$ cat src/rtl/core_types_pkg.sv
// Shared core sizes plus the revert controller's FSM state type.
package core_types_pkg;

    localparam int unsigned ROB_ENTRIES = 64;

    typedef logic [5:0] ROB_index_t;
    typedef logic [4:0] arch_reg_tag_t;
    typedef logic [6:0] phys_reg_tag_t;
    typedef logic [2:0] checkpoint_column_t;

    typedef enum logic [1:0] {
        IDLE,
        RESTORE,
        WALK,
        DONE
    } revert_ctrl_state_t;

endpackage

$ cat src/rtl/phys_reg_revert_controller.sv
// Map-table recovery initiator: checkpoint restore first, else ROB back-walk with reverts.
// Optional saturating statistics counters under PHYS_REG_REVERT_STATS_EN.
module phys_reg_revert_controller
    import core_types_pkg::*;
#(
    parameter bit SKIP_ARCH_REG_ZERO = 1'b1
) (
    input  logic               CLK,
    input  logic               nRST,
    output logic               DUT_error,
    input  logic               mispredict_valid,
    output logic               mispredict_ready,
    input  ROB_index_t         mispredict_ROB_index,
    input  logic               mispredict_checkpoint_valid,
    input  checkpoint_column_t mispredict_checkpoint_column,
    input  ROB_index_t         ROB_tail_index,
    output logic               restore_checkpoint_valid,
    output logic               restore_checkpoint_speculate_failed,
    output ROB_index_t         restore_checkpoint_ROB_index,
    output checkpoint_column_t restore_checkpoint_safe_column,
    input  logic               restore_checkpoint_success,
    output logic               revert_valid,
    output arch_reg_tag_t      revert_dest_arch_reg_tag,
    output phys_reg_tag_t      revert_safe_dest_phys_reg_tag,
    output phys_reg_tag_t      revert_speculated_dest_phys_reg_tag,
    output ROB_index_t         ROB_read_index,
    input  logic               ROB_read_writes_reg,
    input  arch_reg_tag_t      ROB_read_dest_arch_reg_tag,
    input  phys_reg_tag_t      ROB_read_safe_dest_phys_reg_tag,
    input  phys_reg_tag_t      ROB_read_speculated_dest_phys_reg_tag,
    output logic               busy,
    output logic               revert_done
`ifdef PHYS_REG_REVERT_STATS_EN
    ,
    output logic [15:0]        stat_restore_hits,
    output logic [15:0]        stat_restore_misses,
    output logic [15:0]        stat_reverts_issued
`endif
);

    revert_ctrl_state_t state;
    ROB_index_t         walk_index;
    ROB_index_t         mp_index;
    ROB_index_t         tail_m1;
    checkpoint_column_t mp_column;
    logic               mp_cp_valid;

    logic walk_stop;
    logic restore_on;
    logic revert_fire;

    always_ff @(posedge CLK or negedge nRST) begin
        if (!nRST) begin
            state       <= IDLE;
            walk_index  <= '0;
            mp_index    <= '0;
            tail_m1     <= '0;
            mp_column   <= '0;
            mp_cp_valid <= 1'b0;
            DUT_error   <= 1'b0;
        end else begin
            // A request outside IDLE is a protocol violation and is otherwise ignored.
            if (mispredict_valid && state != IDLE) begin
                DUT_error <= 1'b1;
            end
            case (state)
                IDLE: begin
                    if (mispredict_valid) begin
                        mp_index    <= mispredict_ROB_index;
                        mp_column   <= mispredict_checkpoint_column;
                        mp_cp_valid <= mispredict_checkpoint_valid;
                        tail_m1     <= ROB_tail_index - ROB_index_t'(1);
                        if (mispredict_checkpoint_valid) begin
                            state <= RESTORE;
                        end else begin
                            walk_index <= ROB_tail_index - ROB_index_t'(1);
                            state      <= WALK;
                        end
                    end
                end
                RESTORE: begin
                    if (restore_checkpoint_success) begin
                        state <= DONE;
                    end else begin
                        walk_index <= tail_m1;
                        state      <= WALK;
                    end
                end
                WALK: begin
                    if (walk_stop) begin
                        state <= DONE;
                    end else begin
                        walk_index <= walk_index - ROB_index_t'(1);
                    end
                end
                DONE: begin
                    state <= IDLE;
                end
                default: begin
                    state <= IDLE;
                end
            endcase
        end
    end

    assign walk_stop   = (walk_index == mp_index);
    assign restore_on  = (state == RESTORE) && mp_cp_valid;
    assign revert_fire = (state == WALK) && !walk_stop && ROB_read_writes_reg &&
                         !(SKIP_ARCH_REG_ZERO && (ROB_read_dest_arch_reg_tag == '0));

    assign mispredict_ready = (state == IDLE);
    assign busy             = (state != IDLE);
    assign revert_done      = (state == DONE);
    assign ROB_read_index   = walk_index;

    // The restore path only ever signals a failed speculation; clears belong to commit.
    assign restore_checkpoint_valid            = restore_on;
    assign restore_checkpoint_speculate_failed = restore_on;
    assign restore_checkpoint_ROB_index        = restore_on ? mp_index  : '0;
    assign restore_checkpoint_safe_column      = restore_on ? mp_column : '0;

    assign revert_valid                        = revert_fire;
    assign revert_dest_arch_reg_tag            = revert_fire ? ROB_read_dest_arch_reg_tag : '0;
    assign revert_safe_dest_phys_reg_tag       = revert_fire ? ROB_read_safe_dest_phys_reg_tag : '0;
    assign revert_speculated_dest_phys_reg_tag = revert_fire ? ROB_read_speculated_dest_phys_reg_tag : '0;

`ifdef PHYS_REG_REVERT_STATS_EN
    always_ff @(posedge CLK or negedge nRST) begin
        if (!nRST) begin
            stat_restore_hits   <= '0;
            stat_restore_misses <= '0;
            stat_reverts_issued <= '0;
        end else begin
            if (restore_on && restore_checkpoint_success && stat_restore_hits != '1) begin
                stat_restore_hits <= stat_restore_hits + 16'd1;
            end
            if (restore_on && !restore_checkpoint_success && stat_restore_misses != '1) begin
                stat_restore_misses <= stat_restore_misses + 16'd1;
            end
            if (revert_fire && stat_reverts_issued != '1) begin
                stat_reverts_issued <= stat_reverts_issued + 16'd1;
            end
        end
    end
`endif

endmodule

$ cat config.mk
export PLATFORM = sky130hd
export DESIGN_NAME = phys_reg_revert_controller
export DESIGN_NICKNAME = d
export VERILOG_FILES = /design/src/rtl/core_types_pkg.sv /design/src/rtl/phys_reg_revert_controller.sv
export SDC_FILE = /design/constraint.sdc
export NUM_CORES = 1
export LEC_CHECK = 0
export BUFFER_PORTS_ARGS = -buffer_cell sky130_fd_sc_hd__buf_4
export CORE_ASPECT_RATIO = 0.9
export CORE_MARGIN = 4
export CORE_UTILIZATION = 50
export CTS_BUF_LIST = sky130_fd_sc_hd__clkbuf_8 sky130_fd_sc_hd__clkbuf_16
export DETAILED_ROUTE_END_ITERATION = 12
export PLACE_DENSITY_LB_ADDON = 0.08
export SLEW_MARGIN = 20
export SYNTH_ARGS = -nofsm -noshare
export SYNTH_HDL_FRONTEND = slang
export SYNTH_SLANG_ARGS = --single-unit
$ cat constraint.sdc
create_clock -name CLK -period 3.84 [get_ports CLK]
set_input_delay 0.192 -clock CLK [delete_from_list [all_inputs] [get_ports CLK]]
set_output_delay 0.192 -clock CLK [all_outputs]
set_load 0.05 [all_outputs]
# == After elaboration in Yosys (flattened, before gate mapping) ==
# Index checks and enable logic that the tools add are counted.
# word_totals
ff_bits,25
in_bits,40
out_inout_bits,41
elab_cells,47
# op_classes
addsub,2
n_eq_ne,9
mux,15
reduce_logical,14
# ops
operator,n
$mux 6,5
$pmux 6 s3,1
$mux 7,2
$sub 6x1->6 const B,2
$ne 2x2->1 const B,5
$pmux 2 s4,1
$eq 6x6->1,1
$mux 2,3
$logic_and 1x1->1,5
$logic_not 5->1,1
$mux 5,1
$reduce_and 5->1,1
$eq 2x2->1 const B,2
$reduce_and 2->1,2
$mux 3,1
$reduce_bool 3->1,1
$eq 2x1->1 const B,1
$logic_not 1->1,2
$logic_not 2->1,1
$reduce_bool 2->1,1
$mux 1,1

# == Logic depth before layout (Yosys ltp) ==
# logic_depth
word_depth,6
ltp_mapped,7
mapped_depth_nobuf,7

# == Worst setup path before layout ==
# Ideal clock, no wire load.
# synth_timing
path_kind,reg-to-reg
start,register state[0]
end,register state[0]
setup_ns,0.125
t_arrival_ns,2.037
t_required_ns,3.715
path_slack_ns,1.678
path_stages_with_launch,6
path_buffers,0
synth_period_minus_slack_ns,2.162
cell_sequence,dfrtp_1 inv_1 ha_1 inv_1 o2bb2ai_1 mux2_2
# synth_via
elab_chain_cells,3
elab_cells_between_ends,8
cone_classes,eq/ne: 5; mux: 1; reduce/logical: 2
# synth_lines
element,line_no,source
from (decl),phys_reg_revert_controller.sv:41,revert_ctrl_state_t state;
from (signal assigned),phys_reg_revert_controller.sv:54,state <= IDLE;
from (signal assigned),phys_reg_revert_controller.sv:74,state <= RESTORE;
from (signal assigned),phys_reg_revert_controller.sv:77,state <= WALK;
$logic_not 2->1 *,-,
named net mispredict_ready,phys_reg_revert_controller.sv:12,"output logic mispredict_ready,"
$ne 2x2->1 (no line),-,
$reduce_and 2->1 (no line),-,
# The timed path passes the listed nets; every way through them passes the cells marked *.
# A chain may end at the register's enable or synchronous reset.

# == Final worst setup path ==
# layout_timing
start,register state[0]
end,output revert_dest_arch_reg_tag[0]
# layout_via
elab_chain_cells,5
# layout_lines
element,line_no,source
$eq 2x2->1,phys_reg_revert_controller.sv:108,assign revert_fire = (state == WALK) && !walk_stop && ROB_read_writes_reg &&
$logic_and 1x1->1 (3 in a row),phys_reg_revert_controller.sv:108,
$mux 5,phys_reg_revert_controller.sv:123,assign revert_dest_arch_reg_tag = revert_fire ? ROB_read_dest_arch_reg_tag : '0;
to (decl),phys_reg_revert_controller.sv:23,"output arch_reg_tag_t revert_dest_arch_reg_tag,"
# Every way passes these cells.

==> key figures <==
Logic synthesis
  • Cell variety after synth: 39
  • Xor and xnor area share after synthesis: 0.0767
  • Register bit total from synthesis: 25
  • Seq/Total Area, Yosys: 0.372
  • Mapped Nets: between 200 and 250
  • Most common cell in the netlist: dfrtp_1
  • Share of the synthesized area in the top cell type: 0.372
  • Post-Synth Adder-Cell Area: 0.0521
  • Async SR Flop Fraction: 1.00
  • Yosys warns: 0
  • Commonest cells in the synthesized netlist: dfrtp_1, mux2_2, nand2_1
  • Complex-gate fraction of the synthesized area: 0.108
  • Leading area contributor after synthesis: dfrtp_1
  • Dominant cells by area after synthesis: dfrtp_1, mux2_2, ha_1, and2_4, xnor2_1
  • Avg Cell Area, Syn: ~10 µm²
  • Post-Synth Simple-Gate Area: 0.235
  • Syn Inst Count: 165
  • Number of flops mapped to enable cells by yosys: 0
  • Mux share of post-synthesis cell area: 0.0998
  • Area of the mapped netlist: between 1500 and 2000 µm²
  • Dominant synthesized flop cell: dfrtp_1
  • Main combinational cell family by area after synthesis: simple AND/OR/NAND/NOR gates

Cells and area
  • Share of layout cells above drive strength 1: 0.506
  • Ant diodes: 0
  • Sequential cell area: 626 µm²
  • Fillcell total: approximately 250
  • Nets: between 200 and 300
  • Multi-input logic area: 960 µm²
  • Area Overhead vs Synth: 38.6%

STA
  • Period utilization: 0.584
  • Final setup viols: 0
  • RSZ-0062 raised after global routing: false
  • Max Freq: 446 MHz
  • Skew final: between 0.005 and 0.006 ns
  • Slew margin rel.: 0.496
  • Setup TNS: 0 ns
  • Number of max-slew violations in the final report: 0
  • Min Tclk post-route: ~2.2 ns
  • WHS: roughly 0.15 ns
  • Setup WS post-layout: approximately 1.6 ns
  • Worst slew pin tran: roughly 0.75 ns
  • Final count of hold timing violations: 0

Pwr
  • Part of the power in the clock network: 0.074
  • Int Pwr: 1.01 mW
  • NetSw: between 1 and 1.5 mW
  • Leakage power: roughly 1.2 nW
  • Switching Share: 0.513
  • Combinational share of power: 0.666
  • Power per Cell Area: roughly 900 nW/µm²
  • Peak VDD IR: roughly 0.69 mV
  • Pwr Total: 2.08 mW
  • Seq pwr share: 0.260

Clock network
  • Post-CTS setup buffer count: 0
  • Reg clk slew, reported paths: ~0.090 ns
  • TritonCTS clock tree: done
  • CTS root buf: clkbuf_8
  • Clock Tree Buf Depth: 2
  • Worst-Skew Late Latency: 0.27 ns
  • Num CTS Buffers: 3
  • Sinks on Clock Net: 25
  • H-tree Lvls: 1

Detailed routing
  • Met2 WL: 2.27 mm
  • Drc violations: 0
  • Post-DRT Antenna Nets: 0
  • 1st-pass router iterations: 5
  • Vias per inst: between 5 and 6
  • DR top layer: met4
  • Detail Route met3 WL: 299 µm
  • Vias post-DR: 1,520
  • WL final: around 4.4 mm
  • Initial DRC Count: 86
  • Met1 wire length: 1.76 mm
  • Wire length per cell: about 15 µm

Critical path
  • CP Capture Type: primary output
  • Slowest library cell on the worst path: ha_1
  • Arr. time, crit path: approximately 2.1 ns
  • Reg2reg path depth: 5
  • CP Launch Type: register
  • Crit-path cells: inv_1, ha_1, and4_4, and2_2, buf_4
  • CP Max Fanout: 18
  • Peak per-stage delay on the critical path: approximately 0.45 ns
  • Required time worst endpoint: 3.65 ns
  • Crit path kind: reg -> out

Run status
  • Outcome: completed

Placed design
  • Setup WS pre-CTS: ~1.8 ns
  • Port buffer count: 80
  • Placer Congestion: roughly 0.86
  • Detailed placement HPWL: around 3.5 mm

Floorplan
  • Die X: 69.1 µm
  • Row count: 19
  • Core Footprint: about 3100 µm²
  • Ports: 81
  • Die footprint: roughly 4400 µm²
  • Initial Util: 0.535
  • Die Height: around 63 µm

Global routing
  • GRT overflow: 0
  • First-pass GRT wire length: roughly 7.2 mm
  • Initial antenna violation count: 0
  • Number of global-route vias before repair: 1,517
  • Total global-route track usage: 0.196
  • Pin count of the biggest net entering global routing: 26

Min path
  • WHS Path Cells: 2
  • Hold Path Class: in -> reg

Flow run
  • Max-cap violations: 0
-- power groups by stage --
stage	clock [mW]	combinational (mW)	sequential, mW
floorplan	0	0.978	0.606
global placement	0	1.33	0.531
detailed placement	0	1.39	0.541
CTS	0.157	1.39	0.536
global route	0.170	1.48	0.559
finish	0.154	1.39	0.541
-- cells in the final DEF, fill, tap and decap left out, drive strengths merged --
cell | netlist | layout
nand3b | 1 | 1
nor3 | 2 | 2
o2bb2ai | 1 | 1
nor2b | 1 | 1
dlygate4sd3 | 0 | 1
nand2 | 14 | 14
o31ai | 2 | 2
buf | 3 | 80
nand3 | 1 | 1
o311ai | 1 | 1
a21o | 2 | 2
dfrtp | 25 | 25
mux2i | 1 | 1
nand4 | 1 | 1
and4 | 1 | 1
mux2 | 14 | 14
ha | 7 | 7
clkinv | 1 | 2
xnor2 | 11 | 11
a211o | 1 | 1
nor3b | 2 | 2
a21oi | 3 | 3
xor2 | 2 | 2
nor2 | 4 | 4
nor4 | 1 | 1
o21ai | 9 | 9
and3 | 10 | 10
inv | 8 | 8
a311oi | 1 | 1
and2 | 21 | 21
clkbuf | 6 | 3
a221oi | 6 | 6
nand2b | 2 | 2
-- registers in the layout, indices dropped and copies added, names as in the netlist --
name,cells
state,2
DUT_error,1
mp_column,3
ROB_read_index,6
tail_m1,6
mp_index,6
mp_cp_valid,1
-- critical path: cells and delay by family (launching register included) --
kind | cells | cell delay [ns]
AND/OR/NAND/NOR | 2 | 0.60
buffers and inverters | 2 | 0.31
flip-flops | 1 | 0.43
adder cells (fa/ha/maj) | 1 | 0.45
-- cell type report --
| cell class | count | area share |
|---|---|---|
| inverter | 9 | 0.0145 |
| multi-input combinational | 122 | 0.412 |
| sequential | 25 | 0.269 |
| clock inverter | 1 | 0.00215 |
| timing repair buffer | 81 | 0.262 |
| tap | 42 | 0.0226 |
| clock buffer | 3 | 0.0177 |
-- layer usage --
layer / vias to the layer above / track usage
li1: 717 / -
met1: 734 / 0.235
met2: 63 / 0.351
met3: 6 / 0.0531
met4: 0 / 0.0366
met5: - / 0
-- final timing paths --
| path | slack (ns) | from | endpoint |
|---|---|---|---|
| max | 1.60 | state[0] | revert_dest_arch_reg_tag[0] |
| min | 0.15 | ROB_tail_index[0] | tail_m1[0] |
| max reg2reg | 1.83 | state[0] | ROB_read_index[4] |
| min reg2reg | 0.46 | DUT_error | DUT_error |
| max in group asynchronous | 3.23 | nRST | ROB_read_index[5] |
| min in group asynchronous | 0.35 | nRST | mp_index[2] |
-- logic make-up after synthesis --
group / count (synthesis)
AND/OR/NAND/NOR: 61
AO/OA/AOI/OAI: 26
flip-flops: 25
buffers and inverters: 18
multiplexers: 15
XOR/XNOR: 13
adder cells (fa/ha/maj): 7
-- stage by stage --
step                instance area, µm²  instances   util
finish                            2330        283  0.742
global placement                  2270        278  0.724
floorplan                         1680        165      -
CTS                               2330        283  0.742
detailed placement                2270        278  0.724
global route                      2330        283  0.742
-- repair_timing --
item / 4_1_cts / 5_1_grt
gates resized for setup: 0 / 0
endpoints found under the hold margin: 25 / 0
setup endpoints to repair: 0 / 0
hold buffers: 1 / 0
Note: power is estimated with default switching activity, not from simulation.
